<file path="src/rtl/fifo_pkg.sv">
// Shared types for the synchronous threshold FIFO.
package fifo_pkg;

  // Read-side behaviour of the FIFO.
  //   FIFO_STD  : data_out is a register loaded by an accepted read.
  //   FIFO_FWFT : data_out shows the head entry combinationally.
  typedef enum logic [0:0] {
    FIFO_STD  = 1'b0,
    FIFO_FWFT = 1'b1
  } fifo_mode_e;

endpackage

</file>
<file path="src/rtl/fifo_ram.sv">
// Storage array for the FIFO: one synchronous write port, one
// asynchronous read port, contents never reset.
module fifo_ram #(
  parameter int WIDTH = 8,
  parameter int DEPTH = 16,
  parameter int AW    = $clog2(DEPTH)
) (
  input  logic             clk_i,
  input  logic             we_i,
  input  logic [AW-1:0]    waddr_i,
  input  logic [WIDTH-1:0] wdata_i,
  input  logic [AW-1:0]    raddr_i,
  output logic [WIDTH-1:0] rdata_o
);

  logic [WIDTH-1:0] mem_q [DEPTH];

  // Write port: store the word at the write address when enabled.
  always_ff @(posedge clk_i) begin
    if (we_i) begin
      mem_q[waddr_i] <= wdata_i;
    end
  end

  assign rdata_o = mem_q[raddr_i];

endmodule

</file>
<file path="src/rtl/sync_fifo_thresh.sv">
// Single-clock FIFO with programmable almost-full / almost-empty
// thresholds, sticky overflow/underflow flags, synchronous flush and
// a choice of registered or first-word-fall-through read data.
module sync_fifo_thresh
  import fifo_pkg::*;
#(
  parameter int         WIDTH    = 8,
  parameter int         DEPTH    = 16,
  parameter fifo_mode_e MODE     = FIFO_STD,
  parameter int         AF_LEVEL = DEPTH - 2,
  parameter int         AE_LEVEL = 2
) (
  input  logic                     clk,
  input  logic                     arst_n,
  input  logic                     flush,
  input  logic                     wr_en,
  input  logic [WIDTH-1:0]         data_in,
  input  logic                     rd_en,
  output logic [WIDTH-1:0]         data_out,
  output logic                     full,
  output logic                     empty,
  output logic                     almost_full,
  output logic                     almost_empty,
  output logic [$clog2(DEPTH):0]   level,
  output logic                     overflow,
  output logic                     underflow
);

  localparam int AW = $clog2(DEPTH);
  localparam int LW = AW + 1;

  localparam logic [LW-1:0] LVL_FULL = LW'(DEPTH);
  localparam logic [LW-1:0] LVL_AF   = LW'(AF_LEVEL);
  localparam logic [LW-1:0] LVL_AE   = LW'(AE_LEVEL);

  // Reject illegal parameterisations at elaboration time.
  if ((DEPTH < 2) || ((DEPTH & (DEPTH - 1)) != 0)) begin : g_bad_depth
    $error("sync_fifo_thresh: DEPTH must be a power of two >= 2");
  end
  if (WIDTH < 1) begin : g_bad_width
    $error("sync_fifo_thresh: WIDTH must be >= 1");
  end
  if ((AF_LEVEL < 1) || (AF_LEVEL > DEPTH)) begin : g_bad_af
    $error("sync_fifo_thresh: AF_LEVEL must be in 1..DEPTH");
  end
  if ((AE_LEVEL < 0) || (AE_LEVEL > DEPTH - 1)) begin : g_bad_ae
    $error("sync_fifo_thresh: AE_LEVEL must be in 0..DEPTH-1");
  end

  logic [AW-1:0]    wr_ptr_q, wr_ptr_d;
  logic [AW-1:0]    rd_ptr_q, rd_ptr_d;
  logic [LW-1:0]    level_q, level_d;
  logic             ovf_q, ovf_d;
  logic             unf_q, unf_d;
  logic             wr_acc, rd_acc;
  logic [WIDTH-1:0] ram_rdata;

  // Handshake: a write is accepted when wr_en=1, full=0 and flush=0 at the
  // rising edge; a read is accepted when rd_en=1, empty=0 and flush=0.
  // Requests that are not accepted are dropped (never queued), and a
  // request against full/empty marks the matching sticky error flag.
  assign full         = (level_q == LVL_FULL);
  assign empty        = (level_q == '0);
  assign almost_full  = (level_q >= LVL_AF);
  assign almost_empty = (level_q <= LVL_AE);
  assign level        = level_q;
  assign overflow     = ovf_q;
  assign underflow    = unf_q;

  assign wr_acc = wr_en & ~full  & ~flush;
  assign rd_acc = rd_en & ~empty & ~flush;

  // Next-state for pointers, occupancy and sticky flags; flush wins.
  always_comb begin
    wr_ptr_d = wr_ptr_q;
    rd_ptr_d = rd_ptr_q;
    level_d  = level_q;
    ovf_d    = ovf_q;
    unf_d    = unf_q;
    if (flush) begin
      wr_ptr_d = '0;
      rd_ptr_d = '0;
      level_d  = '0;
      ovf_d    = 1'b0;
      unf_d    = 1'b0;
    end else begin
      if (wr_acc) wr_ptr_d = wr_ptr_q + AW'(1);
      if (rd_acc) rd_ptr_d = rd_ptr_q + AW'(1);
      case ({wr_acc, rd_acc})
        2'b10:   level_d = level_q + LW'(1);
        2'b01:   level_d = level_q - LW'(1);
        default: level_d = level_q;
      endcase
      if (wr_en && full)  ovf_d = 1'b1;
      if (rd_en && empty) unf_d = 1'b1;
    end
  end

  // Control state registers with asynchronous clear.
  always_ff @(posedge clk or negedge arst_n) begin
    if (!arst_n) begin
      wr_ptr_q <= '0;
      rd_ptr_q <= '0;
      level_q  <= '0;
      ovf_q    <= 1'b0;
      unf_q    <= 1'b0;
    end else begin
      wr_ptr_q <= wr_ptr_d;
      rd_ptr_q <= rd_ptr_d;
      level_q  <= level_d;
      ovf_q    <= ovf_d;
      unf_q    <= unf_d;
    end
  end

  fifo_ram #(
    .WIDTH (WIDTH),
    .DEPTH (DEPTH),
    .AW    (AW)
  ) u_ram (
    .clk_i   (clk),
    .we_i    (wr_acc),
    .waddr_i (wr_ptr_q),
    .wdata_i (data_in),
    .raddr_i (rd_ptr_q),
    .rdata_o (ram_rdata)
  );

  if (MODE == FIFO_STD) begin : g_std
    logic [WIDTH-1:0] dout_q, dout_d;

    // Load the head entry on an accepted read, otherwise hold.
    always_comb begin
      dout_d = dout_q;
      if (rd_acc) dout_d = ram_rdata;
    end

    // Registered read data, cleared by reset.
    always_ff @(posedge clk or negedge arst_n) begin
      if (!arst_n) dout_q <= '0;
      else         dout_q <= dout_d;
    end

    assign data_out = dout_q;
  end else begin : g_fwft
    // Head entry falls through; meaningless while empty.
    assign data_out = ram_rdata;
  end

endmodule

</file>
<file path="config.mk">
export PLATFORM = sky130hd
export DESIGN_NAME = sync_fifo_thresh
export DESIGN_NICKNAME = d
export VERILOG_FILES = /design/src/rtl/fifo_pkg.sv /design/src/rtl/fifo_ram.sv /design/src/rtl/sync_fifo_thresh.sv
export SDC_FILE = /design/constraint.sdc
export NUM_CORES = 1
export LEC_CHECK = 0
export CAP_MARGIN = 20
export CELL_PAD_IN_SITES_DETAIL_PLACEMENT = 1
export CELL_PAD_IN_SITES_GLOBAL_PLACEMENT = 1
export CORE_AREA = 2 2 148 150
export DETAILED_ROUTE_END_ITERATION = 8
export DIE_AREA = 0 0 150 152
export PLACE_DENSITY_LB_ADDON = 0.1
export SYNTH_ARGS = -nofsm -noshare
export SYNTH_HDL_FRONTEND = slang
export SYNTH_HIERARCHICAL = 1
export SYNTH_SLANG_ARGS = --single-unit
</file>
<file path="constraint.sdc">
create_clock -name clk -period 2.75 [get_ports clk]
set_clock_uncertainty 0.05 [all_clocks]
set_input_delay 0.55 -clock clk [delete_from_list [all_inputs] [get_ports clk]]
set_output_delay 0.55 -clock clk [all_outputs]
set_load 0.03 [all_outputs]
</file>
==> run summary <==
Syn_nets: 364
Die Ht: 152 µm
Gr ovfl total: 0
CTS tree: yes
Hold buffer count at CTS: 0
Critical path class: register to output pin
Met1 WL: 7.17 mm
GP Congestion: 0.729
Final worst path period need: 2.64 ns
DR WL met3: 371 µm
Routed len/inst: 21.3 µm
Die ar.: 0.0228 mm²
Number of synthesized flops with an enable pin: 128
Commonest non-fill, non-tap cell in the layout: edfxtp_1
DRC errors left: 0
Slowest CP cell: or4_4
Clock slew at reported path FFs: 0.07 ns
Fmax: 0.378 GHz
Largest net degree at the start of global routing: 36
Vias: 3333
Number of global-route vias before repair: 3622
Vias/cell: 4.69
Met2 WL: 7.39 mm
Max-slew violations: 0
Fraction of layout cells with a size suffix above 1: 26.0%
Placed cell count: 677
Core ar.: 0.0214 mm²
First-pass iteration count of the detailed router: 4
Skew-Pair Late Insertion Delay: 0.42 ns
Slew @ Worst Pin: 0.596 ns
# rows: 54
Post-synthesis sequential area ratio: 70.4%
Initial antenna violation count: 0
Main flop type after synthesis: edfxtp_1
Clock Path Buffers: 2
RSZ-0062 raised after global routing: false
Hpwl dp: 9.46 mm
Count of port buffers added during placement: 31
Mean Syn Cell Area: 18.2 µm²
Async SR Flop Fraction: 15.2%
Layout area overhead: 24.0%
DRT Wirelength: 15.1 mm
Final std cells w/o fill: 710
Worst path top cell family by delay: simple AND/OR/NAND/NOR gates
Layout Nets: 436
Initial drt markers: 206
Endpoint type of the worst setup path: output pin
Critical-path cell list: buf_4 > or4_4 > buf_6 > nor2_1 > buf_4
Root buf cell: clkbuf_16
R2R Path End: level[3]
Relative slew margins: 60.2%
Antenna Cells: 0
Die X: 150 µm
Worst path required time: 2.15 ns
Initial Utilization: 29.4%
Most used cell, CP: buf_4
Post-Syn Area: 0.00628 mm²
Startpoint types: register
R2R depth: 10
Pwr Density: 945 mW/mm²
R2r startpoint: level[0]
Commonest cells after routing, fill and taps aside: edfxtp_1 (128), buf_4 (38), nor2_1 (30)
Hold WC Path Type: input port to async pin
Period utilization: 96.2%
# Max-Cap Violations: 0
Buf/Inv on CP: 3
H-tree lvl count: 4
Critical path arrival: 2.04 ns
Seq cells post-synth: 151
ANT nets after route: 0
Global-route wire length before repair: 22.9 mm
Warnings, synthesis: 6
Post-synthesis cell count: 345
Fin. Hold Viols: 0
CP max FO: 9
Highest routed layer: met4
Core Util, Final: 36.5%
Sink Count: 151
Status: complete, no violations
Cts bufs inserted: 17
Global-route usage over all layers: 14.1%
Setup-failing EPs final: 0
Fill count: 2187
Ports: 32
Pleak: 2.70 nW
Worst vdd ir: 0.401 mV
Unique masters post-synth: 49
Slowest stage delay, CP: 0.55 ns
FF-to-FF setup slack: 0.14 ns
## metrics by stage
step | hold WS [ns] | setup WS (ns) | cell area (µm²) | power, mW | setup TNS (ns)
final | 0.440 | 0.106 | 7780 | 7.35 | 0
after global routing | 0.472 | 0.00725 | 7780 | 7.69 | 0
after CTS | 0.439 | 0.0121 | 7750 | 7.42 | 0
after detailed placement | 0.440 | -0.125 | 7120 | 4.92 | -0.569
after global placement | 0.427 | -0.0835 | 7120 | 4.92 | -0.139
after floorplan | 0.204 | 0.00149 | 6290 | 4.14 | 0
## state kept, by name (all words and copies together) (netlist names)
signal       flops
data_out         8
level            5
overflow         1
rd_ptr_q         4
u_ram/mem_q    128
underflow        1
wr_ptr_q         4
## worst reg2reg max path, cell delays in order, from the launching register on
cell     delay [ns]
dfrtp_1        0.41
buf_4          0.18
or4_4          0.55
o21ai_4        0.15
or3_4          0.16
inv_1          0.07
ha_1           0.29
or2_2          0.31
a21o_1         0.18
nand4_1        0.08
o21ai_0        0.08
## routing by layer
| layer | vias to the layer above | track usage, % |
|---|---|---|
| met1 | 1772 | 19.6 |
| met4 | 0 | 4.49 |
| met3 | 11 | 2.97 |
| met2 | 32 | 22.0 |
| li1 | 1518 | - |
| met5 | - | 0 |
## synth_stat cells (2+ instances only)
cell	number	area share [%]
nor2_1	31	1.9
mux2_2	8	1.4
clkbuf_1	3	0.18
nor2b_1	3	0.30
a22oi_1	16	1.9
mux4_1	14	5.9
nand2b_1	5	0.50
and3_1	2	0.20
nand3b_1	2	0.24
mux2i_1	2	0.32
nor3_1	5	0.40
o211ai_1	4	0.48
a31oi_1	2	0.20
buf_4	2	0.24
a21oi_1	6	0.48
nand2_1	12	0.72
clkdlybuf4s25_2	3	0.48
edfxtp_1	128	61
buf_6	5	0.90
o21ai_0	3	0.24
nand3_1	4	0.32
xor2_1	6	0.84
and2_1	3	0.30
inv_1	4	0.24
dfrtp_1	23	9.2
or2_2	2	0.20
buf_2	4	0.32
ha_1	5	1.0
mux4_2	18	6.5
## how the worst max path moves through the flow
| stage | from | to | slack, ns | cells past startpoint |
|---|---|---|---|---|
| final | level[0] | full | 0.11 | 5 |
| after global routing | level[0] | level[3] | 0.007 | 10 |
| after CTS | level[1] | level[3] | 0.01 | 9 |
| after detailed placement | wr_en | level[3] | -0.12 | 9 |
| after global placement | wr_en | level[3] | -0.08 | 9 |
| after floorplan | level[0] | level[3] | 0.001 | 9 |
## cells by family (layout without fill, tap and decap cells)
kind of cell / Yosys count / in the layout / synth area share [%]
AO/OA/AOI/OAI: 39 / 39 / 4.45
adder cells (fa/ha/maj): 6 / 6 / 1.32
AND/OR/NAND/NOR: 78 / 78 / 6.06
XOR/XNOR: 7 / 7 / 0.977
buffers and inverters: 21 / 106 / 2.35
multiplexers: 43 / 43 / 14.4
flip-flops: 151 / 151 / 70.4
## power by group
| part | leakage [nW] | internal [mW] | switching (mW) |
|---|---|---|---|
| registers | 1.45 | 2.63 | 0.108 |
| logic | 0.941 | 1.01 | 1.13 |
| clock network | 0.308 | 1.53 | 0.946 |
| total | 2.70 | 5.17 | 2.18 |
## layout make-up
type	count	area, µm²	area share [%]
clock buffer	17	425	5.47
sequential	151	4420	56.8
inverter	4	15.0	0.193
timing repair buffer	70	626	8.04
tap	280	350	4.50
clock inverter	15	200	2.57
multi-input combinational	173	1740	22.4
## timing repair
| action | in CTS | in global routing |
|---|---|---|
| pin swaps | 0 | 2 |
| endpoints found under the setup margin | 3 | 5 |
| gates resized for setup | 2 | 6 |
| setup buffers | 0 | 1 |
| endpoints found under the hold margin | 0 | 0 |
Note: power is estimated with default switching activity, not from simulation.
